`src/rtl/calc_frame_rx.sv`:
```
// Frame assembler between the UART receiver and the calculator datapath: A(4B) B(4B) op(1B), big-endian.
// Optional macro CALC_FRAME_CHECKSUM_EN adds a trailing XOR checksum byte (10-byte frame).
module calc_frame_rx #(
    parameter int CYCLES_TIMEOUT = 10400,
    parameter int CNT_W          = 16
) (
    input  logic        clk,
    input  logic        rst,
    input  logic [7:0]  byte_in,
    input  logic        byte_valid,
    output logic [31:0] cmd_a,
    output logic [31:0] cmd_b,
    output logic [3:0]  cmd_op,
    output logic        cmd_valid,
    input  logic        cmd_ready,
    output logic        err_timeout,
    output logic        err_format,
    output logic        overrun,
    output logic [1:0]  state
);

    typedef enum logic [1:0] {ST_IDLE = 2'd0, ST_RECV = 2'd1, ST_HOLD = 2'd2} state_t;

`ifdef CALC_FRAME_CHECKSUM_EN
    localparam logic [3:0] LAST_IDX = 4'd9;
`else
    localparam logic [3:0] LAST_IDX = 4'd8;
`endif
    localparam logic [CNT_W-1:0] TMO_LAST = CNT_W'(CYCLES_TIMEOUT - 1);

    state_t            state_q, state_d;
    logic [3:0]        count_q, count_d;
    logic [CNT_W-1:0]  tmo_q, tmo_d;
    logic [31:0]       a_sh_q, a_sh_d, b_sh_q, b_sh_d;
    logic [31:0]       cmd_a_q, cmd_a_d, cmd_b_q, cmd_b_d;
    logic [3:0]        cmd_op_q, cmd_op_d;
    logic              cmd_valid_q, cmd_valid_d;
    logic              err_timeout_q, err_timeout_d;
    logic              err_format_q, err_format_d;
    logic              overrun_q, overrun_d;
    logic [7:0]        op_byte_s;
    logic              frame_ok_s;
`ifdef CALC_FRAME_CHECKSUM_EN
    logic [7:0]        op_sh_q, op_sh_d, xor_q, xor_d;
`endif

    // Next-state, shadow assembly and registered-output computation
    always_comb begin
        state_d       = state_q;
        count_d       = count_q;
        tmo_d         = tmo_q;
        a_sh_d        = a_sh_q;
        b_sh_d        = b_sh_q;
        cmd_a_d       = cmd_a_q;
        cmd_b_d       = cmd_b_q;
        cmd_op_d      = cmd_op_q;
        cmd_valid_d   = cmd_valid_q;
        err_timeout_d = 1'b0;
        err_format_d  = 1'b0;
        overrun_d     = 1'b0;
`ifdef CALC_FRAME_CHECKSUM_EN
        op_sh_d       = op_sh_q;
        xor_d         = xor_q;
        op_byte_s     = op_sh_q;
        frame_ok_s    = (op_sh_q[7:4] == 4'd0) && (byte_in == xor_q);
`else
        op_byte_s     = byte_in;
        frame_ok_s    = (byte_in[7:4] == 4'd0);
`endif
        case (state_q)
            ST_IDLE: begin
                if (byte_valid) begin
                    a_sh_d  = {a_sh_q[23:0], byte_in};
                    count_d = 4'd1;
                    tmo_d   = '0;
                    state_d = ST_RECV;
`ifdef CALC_FRAME_CHECKSUM_EN
                    xor_d   = byte_in;
`endif
                end else begin
                    tmo_d = '0;
                end
            end
            ST_RECV: begin
                if (byte_valid) begin
                    // Shifting in MSB-first leaves each operand big-endian after its fourth byte
                    case (count_q)
                        4'd0, 4'd1, 4'd2, 4'd3: a_sh_d = {a_sh_q[23:0], byte_in};
                        4'd4, 4'd5, 4'd6, 4'd7: b_sh_d = {b_sh_q[23:0], byte_in};
                        default: begin
`ifdef CALC_FRAME_CHECKSUM_EN
                            if (count_q == 4'd8) begin
                                op_sh_d = byte_in;
                            end else begin
                                op_sh_d = op_sh_q;
                            end
`else
                            a_sh_d = a_sh_q;
`endif
                        end
                    endcase
`ifdef CALC_FRAME_CHECKSUM_EN
                    xor_d = xor_q ^ byte_in;
`endif
                    tmo_d   = '0;
                    count_d = count_q + 4'd1;
                    if (count_q == LAST_IDX) begin
                        count_d = 4'd0;
                        if (frame_ok_s) begin
                            cmd_a_d     = a_sh_q;
                            cmd_b_d     = b_sh_q;
                            cmd_op_d    = op_byte_s[3:0];
                            cmd_valid_d = 1'b1;
                            state_d     = ST_HOLD;
                        end else begin
                            err_format_d = 1'b1;
                            state_d      = ST_IDLE;
                        end
                    end else begin
                        state_d = ST_RECV;
                    end
                end else if (tmo_q == TMO_LAST) begin
                    err_timeout_d = 1'b1;
                    count_d       = 4'd0;
                    tmo_d         = '0;
                    state_d       = ST_IDLE;
                end else begin
                    tmo_d = tmo_q + CNT_W'(1);
                end
            end
            ST_HOLD: begin
                overrun_d = byte_valid;
                if (cmd_ready) begin
                    cmd_valid_d = 1'b0;
                    state_d     = ST_IDLE;
                end else begin
                    cmd_valid_d = 1'b1;
                end
            end
            default: begin
                state_d     = ST_IDLE;
                count_d     = 4'd0;
                cmd_valid_d = 1'b0;
            end
        endcase
    end

    // State, shadow and output registers with synchronous reset
    always_ff @(posedge clk) begin
        if (rst) begin
            state_q       <= ST_IDLE;
            count_q       <= 4'd0;
            tmo_q         <= '0;
            a_sh_q        <= 32'd0;
            b_sh_q        <= 32'd0;
            cmd_a_q       <= 32'd0;
            cmd_b_q       <= 32'd0;
            cmd_op_q      <= 4'd0;
            cmd_valid_q   <= 1'b0;
            err_timeout_q <= 1'b0;
            err_format_q  <= 1'b0;
            overrun_q     <= 1'b0;
`ifdef CALC_FRAME_CHECKSUM_EN
            op_sh_q       <= 8'd0;
            xor_q         <= 8'd0;
`endif
        end else begin
            state_q       <= state_d;
            count_q       <= count_d;
            tmo_q         <= tmo_d;
            a_sh_q        <= a_sh_d;
            b_sh_q        <= b_sh_d;
            cmd_a_q       <= cmd_a_d;
            cmd_b_q       <= cmd_b_d;
            cmd_op_q      <= cmd_op_d;
            cmd_valid_q   <= cmd_valid_d;
            err_timeout_q <= err_timeout_d;
            err_format_q  <= err_format_d;
            overrun_q     <= overrun_d;
`ifdef CALC_FRAME_CHECKSUM_EN
            op_sh_q       <= op_sh_d;
            xor_q         <= xor_d;
`endif
        end
    end

    assign cmd_a       = cmd_a_q;
    assign cmd_b       = cmd_b_q;
    assign cmd_op      = cmd_op_q;
    assign cmd_valid   = cmd_valid_q;
    assign err_timeout = err_timeout_q;
    assign err_format  = err_format_q;
    assign overrun     = overrun_q;
    assign state       = state_q;

endmodule
```
`config.mk`:
```
export PLATFORM = sky130hd
export DESIGN_NAME = calc_frame_rx
export DESIGN_NICKNAME = d
export VERILOG_FILES = /design/src/rtl/calc_frame_rx.sv
export SDC_FILE = /design/constraint.sdc
export NUM_CORES = 1
export LEC_CHECK = 0
export ABC_AREA = 1
export BUFFER_PORTS_ARGS = -buffer_cell sky130_fd_sc_hd__buf_2
export CORE_MARGIN = 5
export CORE_UTILIZATION = 47
export DETAILED_ROUTE_END_ITERATION = 12
export PLACE_DENSITY = 0.67
export SLEW_MARGIN = 20
export SYNTH_ARGS = -nofsm -noshare
export SYNTH_HDL_FRONTEND = slang
export SYNTH_SLANG_ARGS = --single-unit
```
`constraint.sdc`:
```
create_clock -name clk -period 1.9 [get_ports clk]
set_input_delay 0.38 -clock clk [delete_from_list [all_inputs] [get_ports clk]]
set_output_delay 0.38 -clock clk [all_outputs]
set_load 0.05 [all_outputs]
```
---- Yosys cells after proc, flatten, opt, wreduce, memory -nomap -nowiden ----
Cells that the tools add are included.
word-level totals
  register bits ........................... 158
  output and inout bits ................... 74
  word-level logic and storage cells ...... 78
cells by class
  reduce and logical (&&, ||, !) cells .... 15
  bitwise operators ....................... 5
  multiplexer cells ....................... 26
  equal/unequal tests ..................... 18
  add/subtract/negate cells ............... 2
operators by type and width
  kind                                                                     count
  32-bit two-way mux                                                       3
  32-bit case mux with 2 select lines                                      1
  16-bit two-way mux                                                       2
  16-bit case mux with 2 select lines                                      1
  16-bit by 1-bit adder with 16-bit output, second input constant          1
  16-bit by 14-bit equality test with 1-bit output, second input constant  1
  4-bit by 3-bit equality test with 1-bit output, second input constant    4
  4-bit two-way mux                                                        4
  2-bit two-way mux                                                        6
  4-bit case mux with 3 select lines                                       1
  4-bit AND reduction                                                      3
  4-bit OR reduction                                                       3
  2-bit != test, second input constant                                     5
  3-bit AND reduction                                                      3
  4-bit by 2-bit equality test with 1-bit output, second input constant    2
  4-bit zero test                                                          2
  1-bit two-way mux                                                        6
  2-bit case mux with 3 select lines                                       1
  1-bit inverter                                                           5
  4-bit by 1-bit adder with 4-bit output, second input constant            1
  4-bit by 1-bit equality test with 1-bit output, second input constant    1
  4-bit equality test, second input constant                               1
  3-bit != test, second input constant                                     1
  1-bit case mux with 3 select lines                                       1
  other kinds (7)                                                          7

---- Longest topological paths before layout ----
  depth in word-level cells ............... 5
  depth in mapped cells ................... 11
  gate-level depth less buffers ........... 11

---- Worst setup path after synthesis ----
Ideal clock, no wire load.
  kind .................................... reg2reg
  start ................................... register state_q[0], in the netlist state[0]
  end ..................................... register tmo_q[11]
  cell stages (with the launch flop) ...... 7
  arrival time ............................ 1819 ps
  setup time .............................. 71 ps
  path slack .............................. 10 ps
  period minus slack after synthesis ...... 1890 ps
  cells stage by stage .................... dfxtp_1 -> inv_1 -> ha_1 -> nor2_2 -> clkbuf_1 -> nand2_1 -> a21oi_1
on the way
  longest elaborated chain between the ends .. 2
  elaborated cells on any way between the ends .. 4
  those cells by class .................... eq/ne: 1; mux: 1; reduce/logical: 2
RTL lines
  item                                                                               line  source
  from (decl)                                                                        31    state_t state_q, state_d;
  from (signal assigned)                                                             168   state_q <= state_d;
  2-bit by 1-bit equality test with 1-bit output or 2-bit zero test (tied branches)  70    case (state_q)
  16-bit case mux with 2 select lines or 2-bit nonzero test (tied branches)          -
  to (signal assigned)                                                               170   tmo_q <= tmo_d;
  to (decl)                                                                          33    logic [CNT_W-1:0] tmo_q, tmo_d;
Parallel ways exist; a longest one is shown, timed or not.
A chain may end at the register's enable or synchronous reset.

---- Worst setup path after layout ----
  start ................................... register count_q[0]
  end ..................................... register cmd_a_q[14], in the netlist cmd_a[14]
on the way
  longest elaborated chain between the ends .. 2
RTL lines
  item                           line  source
  from (decl)                    32    logic [3:0] count_q, count_d;
  from (signal assigned)         169   count_q <= count_d;
  4-bit equality test            107   if (count_q == LAST_IDX) begin
  4-bit AND reduction (no line)  -
  to (signal assigned)           173   cmd_a_q <= cmd_a_d;
  to (decl)                      35    logic [31:0] cmd_a_q, cmd_a_d, cmd_b_q, cmd_b_d;
Every way passes these cells.

==> results by group <==
Power and ir drop
  • Total power: between 8 and 9 mW
  • Pwr/cell area: roughly 1200 nW/µm²
  • Reg power frac: 0.427
  • Switching share of power: 0.3244
  • Max IR drop VDD: around 800 µV
  • Combinational power share: 0.200
  • Internal power: roughly 6.1 mW
  • Lkg Pwr: roughly 3.3 nW
  • Clock Power Share: 0.373
  • Switching power total: roughly 2.9 mW

Place
  • Placed cell count: roughly 1,100
  • Placed inst area: roughly 7000 µm²
  • PortBufs: between 80 and 90
  • Placer Congestion: between 0.8 and 0.9
  • HPWL after DPL: 10,130 µm

Logic synthesis
  • Post-Syn Instances: a little over 800
  • Post-synthesis sequential area ratio: 0.5157
  • Yosys reg bits: roughly 160
  • Post-Syn Nets: ~840
  • Synth warn: 0
  • Post-Syn Area: about 6100 µm²
  • Synth unique cells: 32
  • Syn Area/Cell: roughly 7.5 µm²

Drt
  • DRC Markers: 0
  • WL per Instance: about 14 µm
  • DRT Pass-1 Iters: 5
  • DRT Wirelength: ~15,000 µm
  • Initial DRC Count: between 300 and 400
  • Vias per cell: about 5
  • Antenna Violating Nets Remaining: 0
  • Vias: between 5,000 and 6,000

Timing
  • Worst Skew: around 0.012 ns
  • Least-Margin Pin Slew: 0.4642 ns
  • Final hold vios: 0
  • Unrepaired setup endpoints after global routing: false
  • Fraction of the cycle the final worst path needs: 0.9065
  • Peak Freq: slightly below 600 MHz
  • Setup TNS: 0 ns
  • Min Tclk post-route: around 1.7 ns
  • Final setup violation count: 0
  • Slew margin rel.: 0.6901
  • Final Max Tran Viols: 0
  • Fin Hold WS: around 0.24 ns

Worst setup path
  • Crit end category: flip-flop
  • Crit Path Class: flip-flop to flip-flop
  • Critical Path Source Type: flip-flop
  • Peak fanout along the critical path: 12
  • Crit path arrival time: slightly above 2 ns
  • Worst EP required: ~2.2 ns

Floorplan
  • I/O pin cnt: 86
  • Die ar.: around 15,000 µm²
  • Cell Rows: slightly above 40
  • Initial Utilization: 0.4821
  • CORE AREA: about 13,000 µm²
  • Die X: 124.2 µm
  • Die height: 124.2 µm

Finish
  • Sequential cell area: roughly 3200 µm²
  • Final Cell Area: between 7000 and 8000 µm²
  • Post-route insts no fill: about 1,100
  • Area grow syn2layout: 21.30%
  • Highest-count cells in the layout ignoring fill and taps: nor2_1 (233), dfxtp_1 (157), o21ai_0 (121), a21oi_1 (85), buf_2 (85)
  • # diodes: 0
  • Multi-input gate area: approximately 2600 µm²
  • Nets: just over 900
  • Commonest non-fill, non-tap cell in the layout: nor2_1
  • Fillcell total: 1,259
  • Share of cells above drive strength 1: 0.1731

Clock network
  • CTS Sinks: roughly 160
  • Clk_lat worst skew: between 0.4 and 0.5 ns
  • TritonCTS Buffers: 17
  • Max Buffers Root-to-Sink: 2
  • CTS Root Buffer Type: clkbuf_16
  • Cts hold-fix bufs: 0
  • Clock transition at the registers of the reported paths: about 0.07 ns
  • Post_cts resized: 0
  • H-tree levels: 4
  • Setup bufs post-CTS: 0
  • CTS tree: yes

GRT
  • First-pass GRT wire length: around 26,000 µm
  • Congestion Overflow GR: 0
  • Antenna violations before repair: 0
  • Largest net degree at the start of global routing: between 40 and 50
  • GRT Resource Usage Total: 0.1972
  • Number of global-route vias before repair: approximately 5,100

Run
  • Max-Cap Viols: 0

Run status
  • Status: finished clean

Worst hold path
  • Worst hold path class: input pin to flip-flop
[cell type report]
type                    instances  area share
clock buffers                  18     0.05903
clock inverters                14     0.01951
inverters                      38     0.01951
multi-input cells             573      0.3510
flip-flops and latches        158      0.4253
well taps                     172     0.02893
repair buffers                112     0.09670
[synthesized netlist by cell type]
library cell / instances / area (µm²)
inv_2: 3 / 11.26
nor2_4: 1 / 11.26
a21oi_1: 85 / 425.4
inv_1: 34 / 127.6
o21bai_1: 1 / 7.510
xor2_1: 2 / 17.52
o21a_1: 1 / 7.510
buf_2: 15 / 75.07
clkinv_1: 1 / 3.750
buf_6: 1 / 11.26
nor4_1: 1 / 6.260
o21ai_0: 122 / 610.6
nand2_2: 1 / 6.260
ha_1: 6 / 75.07
a221oi_1: 1 / 8.760
clkbuf_1: 32 / 120.1
nor3_2: 1 / 10.01
buf_1: 2 / 7.510
o21ai_1: 15 / 75.07
nor2_2: 1 / 6.260
xnor2_1: 1 / 8.760
buf_4: 2 / 15.01
a21boi_0: 1 / 7.510
nand2_1: 71 / 266.5
nand4_1: 8 / 50.05
nor3_4: 1 / 16.27
nand3_1: 16 / 80.08
nor3_1: 1 / 5.000
nor2_1: 233 / 874.6
dfxtp_1: 158 / 3163
nand3_2: 1 / 10.01
a31oi_1: 2 / 12.51
[power groups by stage]
stage | registers [mW] | clock network (mW) | logic (mW)
6_report | 3.84 | 3.36 | 1.80
4_1_cts | 3.84 | 3.42 | 1.78
5_1_grt | 3.88 | 3.58 | 2.03
2_1_floorplan | 3.95 | 0 | 1.16
3_3_place_gp | 3.90 | 0 | 1.76
3_5_place_dp | 3.90 | 0 | 1.77
[metrics by stage]
stage | setup WS, ns | utilization
global route | 0.009062 | 0.5848
detailed placement | 0.1453 | 0.5373
global placement | 0.1772 | 0.5373
CTS | 0.09821 | 0.5832
floorplan | 0.01001 | -
finish | 0.1777 | 0.5848
[layer usage]
metal / wire (µm) / GRT usage / vias to the layer above
li1: - / - / 2845
met5: 0 / 0 / -
met4: 165 / 0.05674 / 0
met3: 786 / 0.04889 / 17
met2: 6835 / 0.2993 / 116
met1: 7509 / 0.2784 / 2546
[worst max-delay path, cell delays in order, from the launching register on]
cell and delay [ns]:
dfxtp_1 0.34, inv_1 0.09, ha_1 0.21, nand3_2 0.14, nor2_4 0.21, nand2_4 0.14
buf_4 0.20, o21ai_0 0.22, nor2_1 0.07
[registers in the layout, indices dropped and copies added (netlist names)]
name	count
a_sh_q	32
b_sh_q	32
cmd_a	32
cmd_b	32
tmo_q	16
cmd_op	4
count_q	4
state	2
cmd_valid	1
err_format	1
err_timeout	1
overrun	1
[logic make-up (layout without fill, tap and decap cells)]
logic type | Yosys count | after routing | share of synthesized area
compound gates | 228 | 228 | 0.1883
xor+xnor | 3 | 3 | 0.004285
fa+ha+maj | 6 | 6 | 0.01224
buf+inv | 90 | 182 | 0.06059
flops | 158 | 158 | 0.5157
simple gates | 336 | 336 | 0.2189
[final timing paths]
path | from | endpoint | slack [ns] | depth (start not counted)
max | count_q[0] | cmd_a[14] | 0.18 | 8
min | byte_in[6] | b_sh_q[6] | 0.24 | 3
max reg2reg | count_q[0] | cmd_a[14] | 0.18 | 8
min reg2reg | cmd_b[9] | cmd_b[9] | 0.47 | 2
Power figures use the tool's default switching activity.
